<file path="src/rtl/board_video_gen.sv">
// board_video_gen: draws a ROWS x COLS board of square cells with frame gaps,
// colours each cell from an internal 2-bit state memory and outlines the cursor
// cell with a blinking border. Fixed 2-cycle pixel pipeline.
// Optional feature macro: CURSOR_BLINK_EN (defined = outline blinks every
// BLINK_FRAMES frame_tick pulses; undefined = outline always drawn).
module board_video_gen #(
  parameter int ROWS         = 8,
  parameter int COLS         = 8,
  parameter int CELL         = 56,
  parameter int FRAME        = 4,
  parameter int X0           = 0,
  parameter int Y0           = 0,
  parameter int BORDER       = 2,
  parameter int BLINK_FRAMES = 30
) (
  input  logic       clk,
  input  logic       rst,
  input  logic [9:0] x,
  input  logic [9:0] y,
  input  logic       active,
  input  logic       frame_tick,
  input  logic       clear,
  input  logic       wr_en,
  input  logic [2:0] wr_row,
  input  logic [2:0] wr_col,
  input  logic [1:0] wr_state,
  input  logic [2:0] cur_row,
  input  logic [2:0] cur_col,
  output logic [7:0] r,
  output logic [7:0] g,
  output logic [7:0] b
);

  localparam int PITCH = CELL + FRAME;

  localparam logic [10:0] PITCH_W  = 11'(PITCH);
  localparam logic [10:0] CELL_W   = 11'(CELL);
  localparam logic [10:0] BORD_W   = 11'(BORDER);
  localparam logic [10:0] INNER_W  = 11'(CELL - BORDER);
  localparam logic [10:0] COLS_W   = 11'(COLS);
  localparam logic [10:0] ROWS_W   = 11'(ROWS);
  localparam logic [3:0]  ROWS_N   = 4'(ROWS);
  localparam logic [3:0]  COLS_N   = 4'(COLS);

  localparam logic [23:0] C_BLACK  = 24'h000000;
  localparam logic [23:0] C_WHITE  = 24'hFFFFFF;
  localparam logic [23:0] C_EMPTY  = 24'h006000;
  localparam logic [23:0] C_PLAYA  = 24'hFF0000;
  localparam logic [23:0] C_PLAYB  = 24'h0000FF;
  localparam logic [23:0] C_HILITE = 24'hFFFF00;

  // cell state memory
  logic [1:0] cells [ROWS][COLS];

  // stage 1 combinational geometry
  logic signed [10:0] lx, ly;
  logic [10:0] lx_u, ly_u;
  logic [10:0] col_c, row_c;
  logic [10:0] ox_c, oy_c;
  logic        onboard_c, incell_c, edge_c, iscur_c;
  logic [2:0]  rd_row, rd_col;
  logic [1:0]  cell_c;
  logic        wr_ok;

  // stage 1 registers
  logic       s1_incell, s1_edge, s1_iscur;
  logic [1:0] s1_state;

  logic       phase;

  assign lx   = $signed({1'b0, x}) - $signed(11'(X0));
  assign ly   = $signed({1'b0, y}) - $signed(11'(Y0));
  assign lx_u = lx;
  assign ly_u = ly;

  // divide by a constant pitch; negative offsets are masked by onboard_c
  assign col_c = lx_u / PITCH_W;
  assign row_c = ly_u / PITCH_W;
  assign ox_c  = lx_u - col_c * PITCH_W;
  assign oy_c  = ly_u - row_c * PITCH_W;

  assign onboard_c = active & ~lx[10] & ~ly[10] & (col_c < COLS_W) & (row_c < ROWS_W);
  assign incell_c  = onboard_c & (ox_c < CELL_W) & (oy_c < CELL_W);
  assign edge_c    = incell_c & ((ox_c < BORD_W) | (oy_c < BORD_W) |
                                 (ox_c >= INNER_W) | (oy_c >= INNER_W));
  // an out-of-range cursor can never match an on-board cell, so no outline is drawn
  assign iscur_c   = (row_c == {8'd0, cur_row}) & (col_c == {8'd0, cur_col});

  // keep the memory index in range when the pixel is off the board
  assign rd_row = onboard_c ? row_c[2:0] : 3'd0;
  assign rd_col = onboard_c ? col_c[2:0] : 3'd0;
  // read happens in stage 1, so a same-cycle write is not yet visible
  assign cell_c = cells[rd_row][rd_col];

  assign wr_ok = ({1'b0, wr_row} < ROWS_N) & ({1'b0, wr_col} < COLS_N);

  // cell memory: clear beats write, out-of-range writes dropped
  always_ff @(posedge clk or posedge rst) begin
    if (rst) begin
      for (int i = 0; i < ROWS; i++)
        for (int j = 0; j < COLS; j++)
          cells[i][j] <= 2'd0;
    end else if (clear) begin
      for (int i = 0; i < ROWS; i++)
        for (int j = 0; j < COLS; j++)
          cells[i][j] <= 2'd0;
    end else if (wr_en && wr_ok) begin
      cells[wr_row][wr_col] <= wr_state;
    end
  end

  // stage 1: register geometry flags and the cell state under the pixel
  always_ff @(posedge clk or posedge rst) begin
    if (rst) begin
      s1_incell <= 1'b0;
      s1_edge   <= 1'b0;
      s1_iscur  <= 1'b0;
      s1_state  <= 2'd0;
    end else begin
      s1_incell <= incell_c;
      s1_edge   <= edge_c;
      s1_iscur  <= iscur_c;
      s1_state  <= cell_c;
    end
  end

`ifdef CURSOR_BLINK_EN
  localparam int BW = (BLINK_FRAMES > 1) ? $clog2(BLINK_FRAMES) : 1;
  localparam logic [BW-1:0] BLINK_LAST = BW'(BLINK_FRAMES - 1);

  logic [BW-1:0] blink_cnt;

  // blink counter: counts frame_tick cycles, toggles phase on wrap
  always_ff @(posedge clk or posedge rst) begin
    if (rst) begin
      blink_cnt <= '0;
      phase     <= 1'b1;
    end else if (frame_tick) begin
      if (blink_cnt == BLINK_LAST) begin
        blink_cnt <= '0;
        phase     <= ~phase;
      end else begin
        blink_cnt <= blink_cnt + 1'b1;
      end
    end
  end
`else
  logic unused_tick;
  assign unused_tick = frame_tick;
  assign phase       = 1'b1;
`endif

  // stage 2: colour select in priority order, registered to the DAC
  always_ff @(posedge clk or posedge rst) begin
    if (rst) begin
      {r, g, b} <= C_BLACK;
    end else if (!s1_incell) begin
      {r, g, b} <= C_BLACK;
    end else if (s1_iscur && s1_edge && phase) begin
      {r, g, b} <= C_WHITE;
    end else begin
      case (s1_state)
        2'd0:    {r, g, b} <= C_EMPTY;
        2'd1:    {r, g, b} <= C_PLAYA;
        2'd2:    {r, g, b} <= C_PLAYB;
        default: {r, g, b} <= C_HILITE;
      endcase
    end
  end

endmodule

</file>
<file path="config.mk">
export PLATFORM = sky130hd
export DESIGN_NAME = board_video_gen
export DESIGN_NICKNAME = d
export VERILOG_FILES = /design/src/rtl/board_video_gen.sv
export SDC_FILE = /design/constraint.sdc
export NUM_CORES = 1
export LEC_CHECK = 0
export BUFFER_PORTS_ARGS = -buffer_cell sky130_fd_sc_hd__buf_2
export CAP_MARGIN = 15
export CORE_UTILIZATION = 45
export CTS_CLUSTER_SIZE = 25
export DETAILED_ROUTE_END_ITERATION = 8
export SKIP_LAST_GASP = 1
export SLEW_MARGIN = 20
export SYNTH_ARGS = -nofsm -noshare
export SYNTH_HDL_FRONTEND = slang
export SYNTH_SLANG_ARGS = --single-unit
export TNS_END_PERCENT = 10
</file>
<file path="constraint.sdc">
create_clock -name clk -period 7.1 [get_ports clk]
set_input_delay 0 -clock clk [delete_from_list [all_inputs] [get_ports clk]]
set_output_delay 0 -clock clk [all_outputs]
set_load 0.02 [all_outputs]
</file>
=== Word level (Yosys, flattened, before mapping) ===
Index checks and enable logic that the tools add are counted.

* Flip-flop bits (word level): 157
* Bits in latches: 0
* RAM bits: 0
* Bits in read-only memories: 0
* Input port bits: 40
* Output and inout port bits: 24
* Memories: 0

* $add $sub $neg: 2
* $mul: 2
* Div/mod/pow operators: 2
* $lt $le $gt $ge: 14
* Eq/ne operators: 4
* Shift operators: 0
* Muxes and demuxes: 24
* Bitwise gates (word level): 13
* Reduce and logical (&&, ||, !) cells: 7

{| class="wikitable"
|+ Operators with widths
! cell !! number
|-
| two-way mux 128 bit || 2
|-
| bitwise mux 128 bit || 1
|-
| two-way mux 8 bit || 8
|-
| binary-select mux 16 bit (select 3 bit) || 1
|-
| demux 16 bit (select 3 bit) || 1
|-
| two-way mux 16 bit || 3
|-
| divider 10 x 6 -> 11 bit, second input constant || 2
|-
| equality test 11 x 3 -> 1 bit || 2
|-
| >= comparator 11 x 6 -> 1 bit, second input constant || 2
|-
| less-than comparator 11 x 2 -> 1 bit, second input constant || 2
|-
| less-than comparator 11 x 4 -> 1 bit, second input constant || 2
|-
| less-than comparator 11 x 6 -> 1 bit, second input constant || 2
|-
| multiplier 11 x 4 -> 9 bit, second input constant || 2
|-
| subtractor 10 x 11 -> 11 bit || 2
|-
| >= comparator 4 bit, second input constant || 4
|-
| inverter 3 -> 4 bit || 4
|-
| case mux 8 bit (2 select lines) || 1
|-
| less-than comparator 4 x 1 -> 1 bit, second input constant || 2
|-
| AND 1 bit || 6
|-
| binary-select mux 2 bit (select 3 bit) || 1
|-
| demux 2 bit (select 3 bit) || 1
|-
| two-way mux 2 bit || 3
|-
| two-way mux 3 bit || 2
|-
| OR reduction 2 bit || 2
|-
| 6 further kinds || 10
|}

=== Logic depth before layout (Yosys ltp) ===
* Word-level depth: 12
* Depth in mapped cells: 25

=== Least setup slack after synthesis ===
No wires, ideal clock.

* Path kind: input -> register
* Start point: input port y[4]
* End point: register s1_edge
* Data arrival time: 4.983 ns
* Data required time: 7.016 ns
* Setup slack: 2.033 ns
* Stages on the path: 23
* Path buffers: 3
* Cells stage by stage: buf_2 -> a21oi_1 -> o21a_1 -> or2_2 -> o21ai_2 -> inv_1 -> clkbuf_1 -> clkbuf_1 -> fa_1 -> inv_1 -> fa_1 -> inv_1 -> fa_1 -> ha_1 -> inv_1 -> a21oi_1 -> o21ai_0 -> a21boi_0 -> o21ai_0 -> mux2_2 -> o31a_1 -> nor4_1 -> a21boi_0

* Elaborated cells on any way between the ends: 14
* Those cells by class: add/sub (1); mul (1); div (1); order compare (4); bitwise (7)

{| class="wikitable"
|+ RTL lines
! what !! RTL line !! source
|-
| start: declaration || 19 || <nowiki>input logic [9:0] y,</nowiki>
|-
| divider 10 x 6 -> 11 bit || 78 || <nowiki>assign row_c = ly_u / PITCH_W;</nowiki>
|-
| multiplier 11 x 4 -> 9 bit / less-than comparator 11 x 4 -> 1 bit (equally long branches) || 80, 82 ||
|-
| subtractor 10 x 11 -> 11 bit / AND 1 bit (equally long branches) || 80, 82 ||
|-
| less-than comparator 11 x 6 -> 1 bit / AND 1 bit (equally long branches) || 83 || <nowiki>assign incell_c = onboard_c & (ox_c < CELL_W) & (oy_c < CELL_W);</nowiki>
|-
| AND 1 bit * || 83 ||
|-
| net incell_c || 60 || <nowiki>logic onboard_c, incell_c, edge_c, iscur_c;</nowiki>
|-
| AND 1 bit * || 84 || <nowiki>assign edge_c = incell_c & ((ox_c < BORD_W) | (oy_c < BORD_W) |</nowiki>
|-
| net edge_c || 60 ||
|-
| end signal: assignment || 121 || <nowiki>s1_edge <= edge_c;</nowiki>
|-
| end: declaration || 66 || <nowiki>logic s1_incell, s1_edge, s1_iscur;</nowiki>
|}

Mark *: on every way through the listed nets, which the timed path passes. The rest lies on a longest branch.
A chain may end at the register's enable or synchronous reset.

=== Worst setup path after layout ===
* Start point: input port y[8]
* End point: register s1_edge

The elaborated chain is that of the path after synthesis.

==> results.yml <==
yosys:
  ys_seq_elements: 137
  synthXorXnorAreaFrac: 0.02256
  syn_inst: 1212
  netlist_area_sq_um: 9706
  synth.top_cell.area_share: 0.3532
  yosys_warnings: 0
  synthMuxAreaShare: 0.04860
  yosys.area.top_type: "dfrtp_1"
  synth_fa_ha_area_frac: 0.09527
  synth_top_family_by_area: "simple AND/OR/NAND/NOR gates"
  synth_common_cells: "nand2_1, a21oi_1, dfrtp_1, nand3_1, o21ai_0"
  synth_compound_area_frac: 0.1920
  syn_nets: 1313
  synth-seq-area-share: 0.3532
  async_reset_ff_frac: 1.000
  synth-edff-count: 0
  yosysUniqueCellTypes: 70
  synth_area_per_cell_sq_um: 8.008
  synth_area_leaders: "dfrtp_1, nand2_1, a21oi_1"
  yosys.cell_count.top_type: "nand2_1"
  synth-simple-area-share: 0.2125
  ys.flop_type: "dfrtp_1"
global_routing:
  grt_pass1_vias: 8192
  grt_util_met2: 0.4105
  grt_usage: 0.2568
  grt_max_degree: 77
  grt_antenna_before_repair: 0
  grt-ovfl-total: 0
  met3_usage: 0.04862
  grt_pass1_wl_um: 44000
  busiest_layer: "met2"
  grt_util_met1: 0.3547
run:
  maxCapViolations: 0
pwr:
  ir_drop_mv: 0.1780
  p_leak_nw: 4.537
  powerDensity_nw_per_um2: 232.9
timing:
  rsz0062_at_grt: "false"
  relSlewSlack: 0.2614
  drv_slew: 0
  period_share: 0.7394
  tns_ps: 0
  finalHoldViolations: 0
  timing.hold.ws_ps: 64.54
  fmax_mhz: 190.5
  setup_viol: 0
  fin_skew_ps: 7.775
  period_needed_ps: 5250
  worst_pin_slew_ps: 1105
clock_tree:
  cts_buffers: 17
  h-tree-depth: 4
  clkSinkCount: 137
  clk_pin_slew_ps: 60
  clk_path_buf_depth: 2
  clock_insertion_delay_worst_skew_ps: 430
  post_cts_buffers: 0
  cts_tree: "done"
  cts_root_buf: "clkbuf_16"
die:
  ioPinCount: 64
  rows: 53
  fp.dieH_um: 148.9
  die_x_um: 148.9
  die_area_sq_um: 22160
  initial_utilization: 0.4602
  core_sq_um: 21090
critical_path:
  criticalPathCategory: "in2reg"
  critPathCaptureType: "flop"
  worstPathRequired_ps: 7400
  cp_data_arrival_time_ps: 5550
  startpoint_type: "input port"
  cp-startpoint: "y[8]"
  cp_max_fo: 15
  worst-r2r-setup-slack_ps: 5020
  worstReg2RegStart: "cells[80]$_DFFE_PP0P_"
route:
  viasPerCell: 5.844
  drc_errors: 0
  drt_iter0_markers: 664
  drtPass1Iterations: 5
  drt-total-wl_um: 27220
  vias: 8702
  ant_nets: 0
  post_drt_wl_per_cell_um: 18.28
layout:
  final_nets: 1302
  regArea_sq_um: 3428
  fillers: 2115
  multi_input_area_sq_um: 5543
  drive_gt1_frac: 0.1079
  area_growth_pct: 9.076
  antenna_cells: 0
place:
  gp_congestion: 0.8407
  numPortBuffers: 60
  hpwl_um: 17800
hold_path:
  worstHoldStart: "x[1]"
  hp-class: "in2reg"
outcome:
  status: "finished, final reports clean"
[path summary, 6_finish.rpt]
kind / endpoint / cells after the start
max reg2reg: s1_state[0]$_DFF_PP0_ / 6
max: s1_edge$_DFF_PP0_ / 21
max in group asynchronous: g[6]$_DFF_PP0_ / 5
min reg2reg: cells[75]$_DFFE_PP0P_ / 2
min in group asynchronous: cells[99]$_DFFE_PP0P_ / 3
min: s1_edge$_DFF_PP0_ / 4
[stage by stage]
stage                     utilization  std cells  instance area (sq um)  setup WS (ps)  power [mW]
after floorplan                     -       1212                   9706           2033       1.402
after global placement         0.4715       1453                   9942           1497       1.575
after detailed placement       0.4715       1453                   9942           1427       1.583
after CTS                      0.5007       1488                  10560           1870       2.475
after global routing           0.5020       1489                  10590           1618       2.611
final                          0.5020       1489                  10590           1850       2.465
[power breakdown]
group	switching, mW	internal, mW
clock	0.357	0.529
combinational	0.480	0.312
sequential	0.00246	0.785
[registers in the layout (all words and copies together) (netlist names)]
signal,flops
cells,128
g,2
s1_state,2
b,1
r,1
s1_edge,1
s1_incell,1
s1_iscur,1
[layout make-up]
| class | count | share of cell area |
|---|---|---|
| multi-input cells | 910 | 0.5236 |
| flip-flops and latches | 137 | 0.3238 |
| clock buffers | 23 | 0.04704 |
| repair buffers | 78 | 0.04397 |
| well taps | 275 | 0.03250 |
| inverters | 57 | 0.02068 |
| clock inverters | 9 | 0.008391 |
[per-layer routing]
metal | part of all wire | routed length, um
met1 | 0.47 | 12740
met4 | 0.017 | 457
met5 | 0 | 0
met3 | 0.052 | 1414
met2 | 0.46 | 12610
[cell families (layout without fill, tap and decap cells)]
family / Yosys count / after routing
adders and majority gates: 65 / 65
xor gates and xnor gates: 25 / 25
DFF: 137 / 137
AOI/OAI and AO/OA: 320 / 320
buffers and inverters: 165 / 167
muxes: 46 / 46
and+or+nand+nor: 454 / 454
[cells in the final DEF (no fill, tap or decap), types with 37 or more instances in the layout]
cell,netlist,layout
nand3_1,94,94
a21oi_1,144,144
nand2_1,208,208
nor2_1,63,62
mux2i_1,37,37
buf_2,7,59
ha_1,45,45
dfrtp_1,137,137
o21ai_0,89,89
inv_1,56,55
[critical path, cell delays in order]
cell and delay [ps]:
buf_2 240, a21oi_1 130, o21ai_1 250, a211oi_1 150, o31ai_2 370, nand2_1 190, inv_2 100, fa_1 400
inv_1 100, fa_1 440, ha_1 280, a21o_1 170, a21oi_1 210, xnor2_1 190, ha_1 300, a21boi_0 160
o21ai_0 330, mux2_2 380, o31a_1 230, nor4_1 540, a21boi_0 380
[timing repair]
item                                   CTS  global route
hold buffers                             3             0
endpoints found under the hold margin   62             0
gates resized for setup                  0             0
Power figures use the tool's default switching activity.
